[src/rtl/pet_mood_fsm.sv]
// Pet mood tracker: evaluates six need stats once every TICK_DIV cycles into a registered mood/age/death state.
// Latency: a stat change is reflected in mood within TICK_DIV cycles; no backpressure, stats are sampled at the tick edge only.
// Build option: define MOOD_SLEEP_EN to add the SLEEPY mood driven by the energy stat.
module pet_mood_fsm #(
    parameter int TICK_DIV  = 1000,
    parameter int CRIT      = 12,
    parameter int SICK_HOLD = 8
) (
    input  logic        clk,
    input  logic        reset,
    input  logic [3:0]  hunger,
    input  logic [3:0]  happiness,
    input  logic [3:0]  health,
    input  logic [3:0]  hygiene,
    input  logic [3:0]  energy,
    input  logic [3:0]  social,
    input  logic        revive,
    output logic [2:0]  mood,
    output logic        mood_chg,
    output logic        alert,
    output logic        dead,
    output logic [15:0] age
);

    typedef enum logic [2:0] {
        MOOD_OK     = 3'd0,
        MOOD_HUNGRY = 3'd1,
        MOOD_DIRTY  = 3'd2,
        MOOD_SAD    = 3'd3,
        MOOD_SICK   = 3'd4,
        MOOD_DEAD   = 3'd5,
        MOOD_SLEEPY = 3'd6
    } mood_e;

    localparam logic [15:0] TICK_MAX = 16'(TICK_DIV - 1);
    localparam logic [3:0]  CRIT_V   = 4'(CRIT);
    localparam logic [7:0]  HOLD_V   = 8'(SICK_HOLD);

    mood_e       mood_q, mood_d;
    logic [15:0] tick_cnt_q, tick_cnt_d;
    logic [15:0] age_q, age_d;
    logic [7:0]  sick_cnt_q, sick_cnt_d;
    logic        mood_chg_q, mood_chg_d;
    logic        alert_q, alert_d;
    logic        dead_q, dead_d;

    logic        tick;
    logic [7:0]  sick_inc;
    mood_e       eval_mood;

`ifndef MOOD_SLEEP_EN
    logic energy_unused;
    assign energy_unused = ^energy;
`endif

    // Non-sick priority; health is resolved separately because it also drives the death counter.
    always_comb begin
        eval_mood = MOOD_OK;
        if (hunger >= CRIT_V) begin
            eval_mood = MOOD_HUNGRY;
        end else if (hygiene >= CRIT_V) begin
            eval_mood = MOOD_DIRTY;
        end else if (happiness >= CRIT_V || social >= CRIT_V) begin
            eval_mood = MOOD_SAD;
        end
`ifdef MOOD_SLEEP_EN
        if (energy >= CRIT_V) begin
            eval_mood = MOOD_SLEEPY;
        end
`endif
    end

    always_comb begin
        tick       = (tick_cnt_q == TICK_MAX);
        sick_inc   = sick_cnt_q + 8'd1;
        tick_cnt_d = tick ? 16'd0 : tick_cnt_q + 16'd1;
        sick_cnt_d = sick_cnt_q;
        age_d      = age_q;
        mood_d     = mood_q;

        // Revive beats a coincident tick: the pet restarts with a fresh tick interval.
        if (mood_q == MOOD_DEAD && revive) begin
            mood_d     = MOOD_OK;
            sick_cnt_d = 8'd0;
            age_d      = 16'd0;
            tick_cnt_d = 16'd0;
        end else if (tick && mood_q != MOOD_DEAD) begin
            if (age_q != 16'hFFFF) begin
                age_d = age_q + 16'd1;
            end
            if (health >= CRIT_V) begin
                sick_cnt_d = sick_inc;
                mood_d     = (sick_inc == HOLD_V) ? MOOD_DEAD : MOOD_SICK;
            end else begin
                sick_cnt_d = 8'd0;
                mood_d     = eval_mood;
            end
        end

        mood_chg_d = (mood_d != mood_q);
        alert_d    = (mood_d != MOOD_OK) && (mood_d != MOOD_DEAD);
        dead_d     = (mood_d == MOOD_DEAD);
    end

    always_ff @(posedge clk or posedge reset) begin
        if (reset) begin
            mood_q     <= MOOD_OK;
            tick_cnt_q <= 16'd0;
            age_q      <= 16'd0;
            sick_cnt_q <= 8'd0;
            mood_chg_q <= 1'b0;
            alert_q    <= 1'b0;
            dead_q     <= 1'b0;
        end else begin
            mood_q     <= mood_d;
            tick_cnt_q <= tick_cnt_d;
            age_q      <= age_d;
            sick_cnt_q <= sick_cnt_d;
            mood_chg_q <= mood_chg_d;
            alert_q    <= alert_d;
            dead_q     <= dead_d;
        end
    end

    assign mood     = mood_q;
    assign mood_chg = mood_chg_q;
    assign alert    = alert_q;
    assign dead     = dead_q;
    assign age      = age_q;

endmodule

[config.mk]
export PLATFORM = sky130hd
export DESIGN_NAME = pet_mood_fsm
export DESIGN_NICKNAME = d
export VERILOG_FILES = /design/src/rtl/pet_mood_fsm.sv
export SDC_FILE = /design/constraint.sdc
export NUM_CORES = 1
export LEC_CHECK = 0
export BUFFER_PORTS_ARGS = -buffer_cell sky130_fd_sc_hd__buf_2
export CORE_UTILIZATION = 40
export CTS_CLUSTER_SIZE = 10
export DETAILED_ROUTE_END_ITERATION = 6
export PLACE_DENSITY = 0.68
export SLEW_MARGIN = 20
export SYNTH_ARGS = -nofsm -noshare
export SYNTH_HDL_FRONTEND = slang
export SYNTH_SLANG_ARGS = --single-unit
export TNS_END_PERCENT = 5
[constraint.sdc]
create_clock -name clk -period 2.19 [get_ports clk]
set_clock_uncertainty 0.1 [all_clocks]
set_input_delay 0.219 -clock clk [delete_from_list [all_inputs] [get_ports clk]]
set_output_delay 0.219 -clock clk [all_outputs]
set_load 0.02 [all_outputs]
# Word level (Yosys, flattened, before mapping)
# Cells that the tools add are included.
[classes] magnitude_cmp=5 n_addsub=3 eq_ne=8 n_mux=15 n_reduce_logical=8
[op_table] op="16-bit two-way mux" count=5
[op_table] op="16-bit by 1-bit adder with 16-bit output, second input constant" count=2
[op_table] op="8-bit two-way mux" count=3
[op_table] op="4-bit >= comparator, second input constant" count=5
[op_table] op="16-bit by 10-bit equality test with 1-bit output, second input constant" count=1
[op_table] op="16-bit != test, second input constant" count=1
[op_table] op="3-bit two-way mux" count=3
[op_table] op="8-bit by 1-bit adder with 8-bit output, second input constant" count=1
[op_table] op="8-bit by 4-bit equality test with 1-bit output, second input constant" count=1
[op_table] op="3-bit equality test, second input constant" count=2
[op_table] op="2-bit two-way mux" count=3
[op_table] op="3-bit != test, second input constant" count=2
[op_table] op="2-bit nonzero test" count=2
[op_table] op="1-bit logical AND" count=3
[op_table] op="3-bit != test" count=1
[op_table] op="3-bit nonzero test" count=1
[op_table] op="2-bit AND reduction" count=1
[op_table] op="1-bit logical OR" count=1
[op_table] op="1-bit two-way mux" count=1
[totals] in_bits=27 ff_bits=46 elab_cells=46 output_inout_bits=22

# Logic depth before layout (Yosys ltp)
# Gate-level depths: netlist (run 1).
[logic_depth] depth_word=10 mapped_depth=8 depth_no_buf=8

# Worst setup path after synthesis (run 1)
# OpenSTA, ideal clock, no wires.
[synth_timing] path_type="register -> register" start="register tick_cnt_q[12]" end="register alert_q, in the netlist alert" required_time_ns=1.963 slack_ns=-0.044 stages_incl_launch_ff=7 setup_time_ns=0.127 t_arrival_ns=2.007 synth_period_minus_slack_ns=2.234 n_path_buf=0 cell_sequence="dfrtp_1 > or4_4 > nor4_4 > nor2_2 > or3_1 > a211oi_2 > a21oi_1"
[synth_via] elab_chain_cells=6 elab_cells_between_ends=7 classes_between="eq/ne (2); mux (2); reduce/logical (3)"
[synth_lines] element="start, declared" line="40" source="logic [15:0] tick_cnt_q, tick_cnt_d;"
[synth_lines] element="start signal, assigned" line="116" source="tick_cnt_q <= tick_cnt_d;"
[synth_lines] element="16-bit by 10-bit equality test with 1-bit output (*)" line="74" source="tick = (tick_cnt_q == TICK_MAX);"
[synth_lines] element="1-bit logical AND (*)" line="87" source="end else if (tick && mood_q != MOOD_DEAD) begin"
[synth_lines] element="3-bit two-way mux (*)" line="87"
[synth_lines] element="3-bit two-way mux (*)" line="82" source="if (mood_q == MOOD_DEAD && revive) begin"
[synth_lines] element="3-bit != test / 3-bit nonzero test (equally long branches)" line="101" source="alert_d = (mood_d != MOOD_OK) && (mood_d != MOOD_DEAD);"
[synth_lines] element="1-bit logical AND (*)" line="101"
[synth_lines] element="named net alert_d" line="44" source="logic alert_q, alert_d;"
[synth_lines] element="end signal, assigned" line="120" source="alert_q <= alert_d;"
[synth_lines] element="end, declared" line="44"
# Mark *: on every way through the listed nets, which the timed path passes. The rest lies on a longest branch.
# A chain may end at the register's enable or synchronous reset.

# Worst setup path after layout (run 1)
[layout_timing] start="register tick_cnt_q[10]" end="register alert_q, in the netlist alert"
# The elaborated chain is that of the path after synthesis.

==> results of run 1 <==
-- placed cells by master (no fill, tap or decap), types with 5 or more instances in the layout --
master    count
clkbuf_8      5
nor2_1       37
xor2_1       22
buf_2        34
and3_1        9
a21oi_1       6
and2_1        5
dfrtp_1      46
nand3_1      18
or3_1         5
nand4_1      14
nand2_1      25
xnor2_1       7
o21ai_0      11
buf_4        41
-- worst paths after layout --
kind	startpoint	end	slack, ps	cells after the start
setup / recovery	tick_cnt_q[10]	alert	-40	7
hold / removal	health[3]	sick_cnt_q[3]	250	4
setup reg to reg	tick_cnt_q[10]	alert	-40	7
hold reg to reg	sick_cnt_q[7]	sick_cnt_q[7]	430	2
max in group asynchronous	reset	tick_cnt_q[14]	960	4
min in group asynchronous	reset	age[15]	290	3
-- metal layers --
layer  GRT usage (%)  wire [um]  share of wire (%)
met2           31.79       2687                 48
met1           24.58       2698                 48
met3           3.864        137                2.5
met5               0          0                  0
met4           5.536         65                1.2
-- power groups by stage --
stage / clock, uW / sequential, uW / combinational [uW]
2_1_floorplan: 0 / 871 / 28.8
3_3_place_gp: 0 / 868 / 63.0
3_5_place_dp: 0 / 868 / 64.7
4_1_cts: 551 / 851 / 67.3
5_1_grt: 590 / 852 / 74.6
6_report: 536 / 851 / 65.2
-- cell families after synthesis --
family / after synthesis
and+or+nand+nor: 135
DFF: 46
AOI/OAI and AO/OA: 34
xor gates and xnor gates: 29
buffers and inverters: 9
muxes: 4
adders and majority gates: 4
-- final cells by class --
cell class / count / share of cell area [%]
clock buffers: 5 / 2.194
clock inverters: 3 / 0.6781
multi-input cells: 206 / 40.93
flip-flops and latches: 46 / 36.70
well taps: 75 / 2.992
inverters: 5 / 0.5983
repair buffers: 77 / 15.92
-- worst register-to-register path, stage by stage, from the launching register on --
cell,delay [ps]
dfrtp_1,400
or4_4,550
nor4_4,270
buf_4,190
nor2_2,40
or3_1,330
a211oi_2,190
a21oi_1,60
-- synth_stat cells (all sizes together) (2+ instances only) --
master	instances
nor3	4
and4	2
o21ai	15
mux2i	3
or4	3
a21o	2
nand3b	2
xnor2	7
a221oi	2
or3	5
and3	9
inv	5
ha	4
nor2	39
nand3	18
nor4	3
a22o	2
dfrtp	46
a21oi	6
xor2	22
nand2	25
nand4	14
and2	5
clkbuf	4
-- stage by stage --
step,power [uW],TNS [ps],util (%)
final,1452,-39.94,52.98
after global routing,1516,-1099,52.98
after CTS,1469,-38.48,52.54
after detailed placement,932.5,-58.24,50.53
after global placement,930.8,-16.47,50.53
after floorplan,899.9,0,-
-- state kept, by name, summed over array words and instances (netlist names) --
register    flops
sick_cnt_q      8
alert           1
mood_chg        1
mood            3
tick_cnt_q     16
dead            1
age            16
-- timing repair --
action,CTS,global route
hold buffers,1,0
resized for setup,2,7
setup buffers,2,1
cloned,0,1
endpoints found under the hold margin,13,0
pin swaps,2,1
endpoints found under the setup margin,2,20
==> results by group, run 1 <==
Clock network
  – Clock net sink count: 46
  – Clk_lat worst skew: 310 ps
  – CTS buffer count: 5
  – CTS max path bufs: 2
  – Clock slew at reported path FFs: 90 ps
  – CTS tree: built
  – Root buffer cell: clkbuf_8
  – H-Tree Level Count: 2

Synth
  – Synthesis-stage register bit count: 46
  – Syn Nets: between 200 and 300
  – Seq/Total Area, Yosys: around 47%
  – Simple-gate share of the synthesized area: 28.86%
  – Compound-Gate Fraction of Synth Area: ~8.8%
  – Post-synth cell types: between 40 and 50
  – Post-synthesis mux area share: under 10%
  – Post-Syn Area: 2454 um2
  – Synth Area per Inst: around 9.4 um2
  – Top cells by area, synth: dfrtp_1 (47%), xor2_1 (7.9%), nor2_1 (5.7%)
  – Post-synth EDFFs: 0
  – Yosys warnings: 0
  – Adder-cell area share of the yosys netlist: under 10%
  – Yosys top cell by area: dfrtp_1
  – Main combinational cell family by area after synthesis: simple AND/OR/NAND/NOR gates
  – Mapped Cells: between 200 and 300
  – Async SR Flop Fraction: between 90% and 100%
  – XOR/XNOR share of the synthesized area: between 10% and 20%
  – Synth Flop Type: dfrtp_1
  – Top-area cell type share of the netlist area: between 40 and 50%

Floorplanning
  – Rows: 28
  – Width of the die: about 80 um
  – Chip height: between 80 and 90 um
  – I/O pin total: 49
  – Initial Util: around 41%
  – Core area: between 5000 and 6000 um2
  – DIE AREA: roughly 6500 um2

Pwr
  – Leak: ~0.0015 uW
  – Gate power share: about 4.5%
  – Net Sw Power: roughly 350 uW
  – Power Density: between 400 and 500 nW/um2
  – Clock Power Share: a little under two fifths
  – Sw Share: between 20% and 30%
  – Int Power: 1101 uW
  – Sequential fraction of design power: a little under 60%
  – Peak VDD IR: 229.1 uV

Placed design
  – Dpl ws: -36.23 ps
  – HPWL Detailed: approximately 4000 um
  – GP Congestion: ~0.81
  – Placed cell area: approximately 3000 um2
  – # placed instances: between 400 and 500
  – Number of port buffers: 34

Setup path
  – CP bufs+invs: 1
  – CP Launch Type: flip-flop
  – Crit path cell chain: or4_4, nor4_4, buf_4, nor2_2, or3_1, a211oi_2, a21oi_1
  – Top Family by Delay on Critical Path: simple AND/OR/NAND/NOR gates
  – Critical path's largest stage delay: about 550 ps
  – Setup CP Type: reg2reg
  – Critical Path Fanout Max: 7
  – CP max stage cell: or4_4
  – Crit path required time: roughly 2300 ps
  – Critical Path Sink Type: flip-flop
  – CP arrival: 2320 ps

Status
  – Failing checks: negative setup slack
  – Outcome: finished, violations left

Timing
  – Worst Tran Pin Value: about 530 ps
  – Final hold slack: ~250 ps
  – Slew Limit Headroom: between 60% and 70%
  – Final hold vios: 0
  – Fin crit period: around 2200 ps
  – Fmax: roughly 0.45 GHz
  – Fin worst setup slack: -39.94 ps
  – Period utilisation layout: 101.8%
  – Pins over their slew limit: 0
  – Setup violators final: 1
  – RSZ-0062 raised after global routing: true

Routing
  – Via count: around 2,200
  – WL/cell: ~13 um
  – Post-route ant nets: 0
  – Post-Route WL: between 5000 and 6000 um
  – Via density: about 5.2
  – TritonRoute pass-1 iters: 4
  – DRC Markers: 0
  – DRT iter0 DRCs: between 100 and 150

GRT
  – Initial antenna violation count: 0
  – Global-route wire length before repair: between 9000 and 10,000 um
  – Largest net degree at the start of global routing: 34
  – Tot GR Track Use: approximately a fifth
  – Grt ovf: 0
  – Vias in the first global route: 2,087

Layout
  – Fillcell total: around 570
  – Post-route cell area: ~3100 um2
  – Fin nets: approximately 370
  – Antenna Cells: 0
  – Layout area overhead: 27.84%
  – Multi-input logic area: around 1300 um2
  – Share of layout cells above drive strength 1: ~28%
  – Register Area: ~1200 um2
  – Final std cells w/o fill: around 420

Worst hold path
  – Min-delay worst type: in2reg

Flow run
  – Max Cap Viol: 0
(Power assumes the default switching activity.)
==> inputs of run 2 (changes only) <==
==> constraint.sdc (replaced) <==
create_clock -name clk -period 2 [get_ports clk]
set_clock_uncertainty 0.1 [all_clocks]
set_input_delay 0.2 -clock clk [delete_from_list [all_inputs] [get_ports clk]]
set_output_delay 0.2 -clock clk [all_outputs]
set_load 0.02 [all_outputs]
==> run 2 against run 1 <==
Against the previous run: the run still ends with negative setup slack left; sequential share of layout area fell by 2.4 points; clock power increased by 60%; global-route usage rose by 0.077 points; routed wire length rose by 4.0%; non-clock buffer count up 12; critical path depth stayed put; critical endpoint unchanged.
==> results by group, run 2 (synthesis gave the netlist of run 1 again) <==
Status
  – Outcome: finished, violations left
  – Failing checks: negative setup slack

Clock network
  – Clock slew at reported path FFs: 90 ps (about the same)
  – CTS max path bufs: 2 (unchanged)
  – Root buffer cell: clkbuf_8
  – CTS buffer count: 5 (unchanged)
  – H-Tree Level Count: 2 (unchanged)
  – Clock net sink count: 46 (unchanged)
  – CTS tree: built
  – Clk_lat worst skew: 300 ps (about the same)

Placed design
  – Number of port buffers: 34 (unchanged)
  – Placed cell area: 3077 um2 (+2.8%)
  – HPWL Detailed: 4271 um (+5.7%)
  – # placed instances: 415 (+2.7%)
  – GP Congestion: 0.8390 (+4.2%)

Pwr
  – Power Density: 556.3 nW/um2 (+20%)
  – Leak: 0.001590 uW (+6.3%)
  – Peak VDD IR: 286.0 uV (+25%)

Timing
  – Fmax: 0.4417 GHz (-1.5%)
  – Final hold vios: 0 (unchanged)
  – Pins over their slew limit: 0 (unchanged)
  – RSZ-0062 raised after global routing: true
  – Fin crit period: 2264 ps (+34.26 ps)
  – Fin worst setup slack: -264.2 ps (-224.3 ps)
  – Setup violators final: 22 (+21)
  – Period utilisation layout: 113.2% (+11 points)
  – Slew Limit Headroom: 58.51% (-6.4 points)
  – Worst Tran Pin Value: 621.4 ps (+96.15 ps)

Floorplanning
  – Chip height: 80.32 um (unchanged)
  – Initial Util: 41.44% (unchanged)
  – Width of the die: 80.32 um (unchanged)
  – DIE AREA: 6451 um2 (unchanged)
  – I/O pin total: 49 (unchanged)
  – Core area: 5921 um2 (unchanged)
  – Rows: 28 (unchanged)

Flow run
  – Max Cap Viol: 0 (unchanged)

Setup path
  – Setup CP Type: reg2reg
  – CP Launch Type: flip-flop
  – Reg2reg start: tick_cnt_q[3]
  – R2R Setup Slk: -260 ps (-220 ps)
  – R2R cell count: 7 (unchanged)
  – Critical Path Sink Type: flip-flop
  – Crit path required time: 2090 ps (-190 ps)
  – Critical Path Fanout Max: 6 (-1)
  – CP arrival: 2350 ps (+30 ps)
  – Worst r2r dst: alert
  – Crit path from: tick_cnt_q[3]

Layout
  – Antenna Cells: 0 (unchanged)
  – Share of layout cells above drive strength 1: 33.62% (+5.3 points)
  – Most common cell after layout, fill and taps aside: buf_4
  – Commonest non-fill, non-tap cells in the layout: buf_4 (48), dfrtp_1 (46), nor2_1 (36), buf_2 (34), nand2_1 (25)
  – Fillcell total: 503 (-12%)
  – Post-route cell area: 3353 um2 (+6.9%)
  – Layout area overhead: 36.67%
  – Final std cells w/o fill: 429 (+2.9%)
  – Fin nets: 384 (+3.2%)

GRT
  – Vias in the first global route: 2,183 (+4.6%)
  – Global Route met1 Usage: 24.03% (-0.55 points)
  – Busiest layer in global routing: met2
  – Largest net degree at the start of global routing: 30 (-12%)
  – Global-route wire length before repair: 9597 um (+1.8%)
  – GR Util met3: 3.182% (-0.68 points)
  – Met2 usage: 33.42% (+1.6 points)
  – Initial antenna violation count: 0 (unchanged)
  – Tot GR Track Use: 19.05% (+0.077 points)
  – Grt ovf: 0 (unchanged)

Worst hold path
  – Min-delay worst type: in2reg
  – WHS Endpoint: sick_cnt_q[6]
  – Cell depth of the worst min-delay path: 4 (unchanged)
  – HP Start: health[3]

Routing
  – Post-route ant nets: 0 (unchanged)
  – DRT iter0 DRCs: 135 (+1.5%)
  – DRC Markers: 0 (unchanged)
  – Post-Route WL: 5812 um (+4.0%)
  – TritonRoute pass-1 iters: 4 (unchanged)
  – WL/cell: 13.55 um (+1.1%)
  – Via count: 2,235 (+3.4%)
  – Via density: 5.210 (+0.53%)
run 2: worst max-delay path by stage:
stage,end,slack (ps),cells after the start
3_5_place_dp,mood_chg,-290,8
3_3_place_gp,alert,-220,7
2_1_floorplan,alert,-170,6
6_report,alert,-260,7
4_1_cts,alert,-240,7
5_1_grt,alert,-350,7
run 2: power by group:
part	internal [uW]	total [uW]	switching, uW
registers	931	932	0.714
logic	33.4	78.1	44.7
clock network	533	856	323
run 2: per-layer routing:
layer / share of wire [%] / wire length (um) / vias up
met5: 0 / 0 / -
met4: 0.84 / 49 / 0
met3: 2.5 / 144 / 5
met2: 51 / 2957 / 33
met1: 46 / 2661 / 1083
li1: - / - / 1114
run 2: timing repair:
| item | in CTS | in global routing |
|---|---|---|
| endpoints found under the setup margin | 26 | 30 |
| gates resized for setup | 13 | 17 |
| hold buffers | 1 | 0 |
| hold endpoints to repair | 27 | 0 |
| pin swaps | 10 | 11 |
| buffers inserted | 3 | 2 |
run 2: worst max-delay path: stages (launching register included):
cell and delay, ps:
dfrtp_1 390, or4_4 550, nor4_4 290, buf_6 160
nor2_4 40, or3_4 340, a211oi_4 250, a21oi_2 40
run 2: final cells by class:
type	count	area [um2]	area share, %
multi-input cells	206	1335	39.81
inverters	5	18.77	0.5597
well taps	75	93.84	2.799
repair buffers	89	611.8	18.25
clock buffers	6	82.58	2.463
clock inverters	2	60.06	1.791
flip-flops and latches	46	1151	34.33
run 2: metrics by stage:
stage | TNS [ps] | hold WS (ps) | utilization (%) | setup WS, ps | total power (uW)
3_3_place_gp | -1809 | 202.3 | 51.97 | -224.8 | 1023
6_report | -2014 | 228.6 | 56.64 | -264.2 | 1866
4_1_cts | -1753 | 210.8 | 55.49 | -240.9 | 1882
2_1_floorplan | -1671 | 337.6 | - | -173.6 | 985.4
3_5_place_dp | -3033 | 216.6 | 51.97 | -285.0 | 1024
5_1_grt | -5285 | 252.7 | 56.64 | -352.7 | 1927
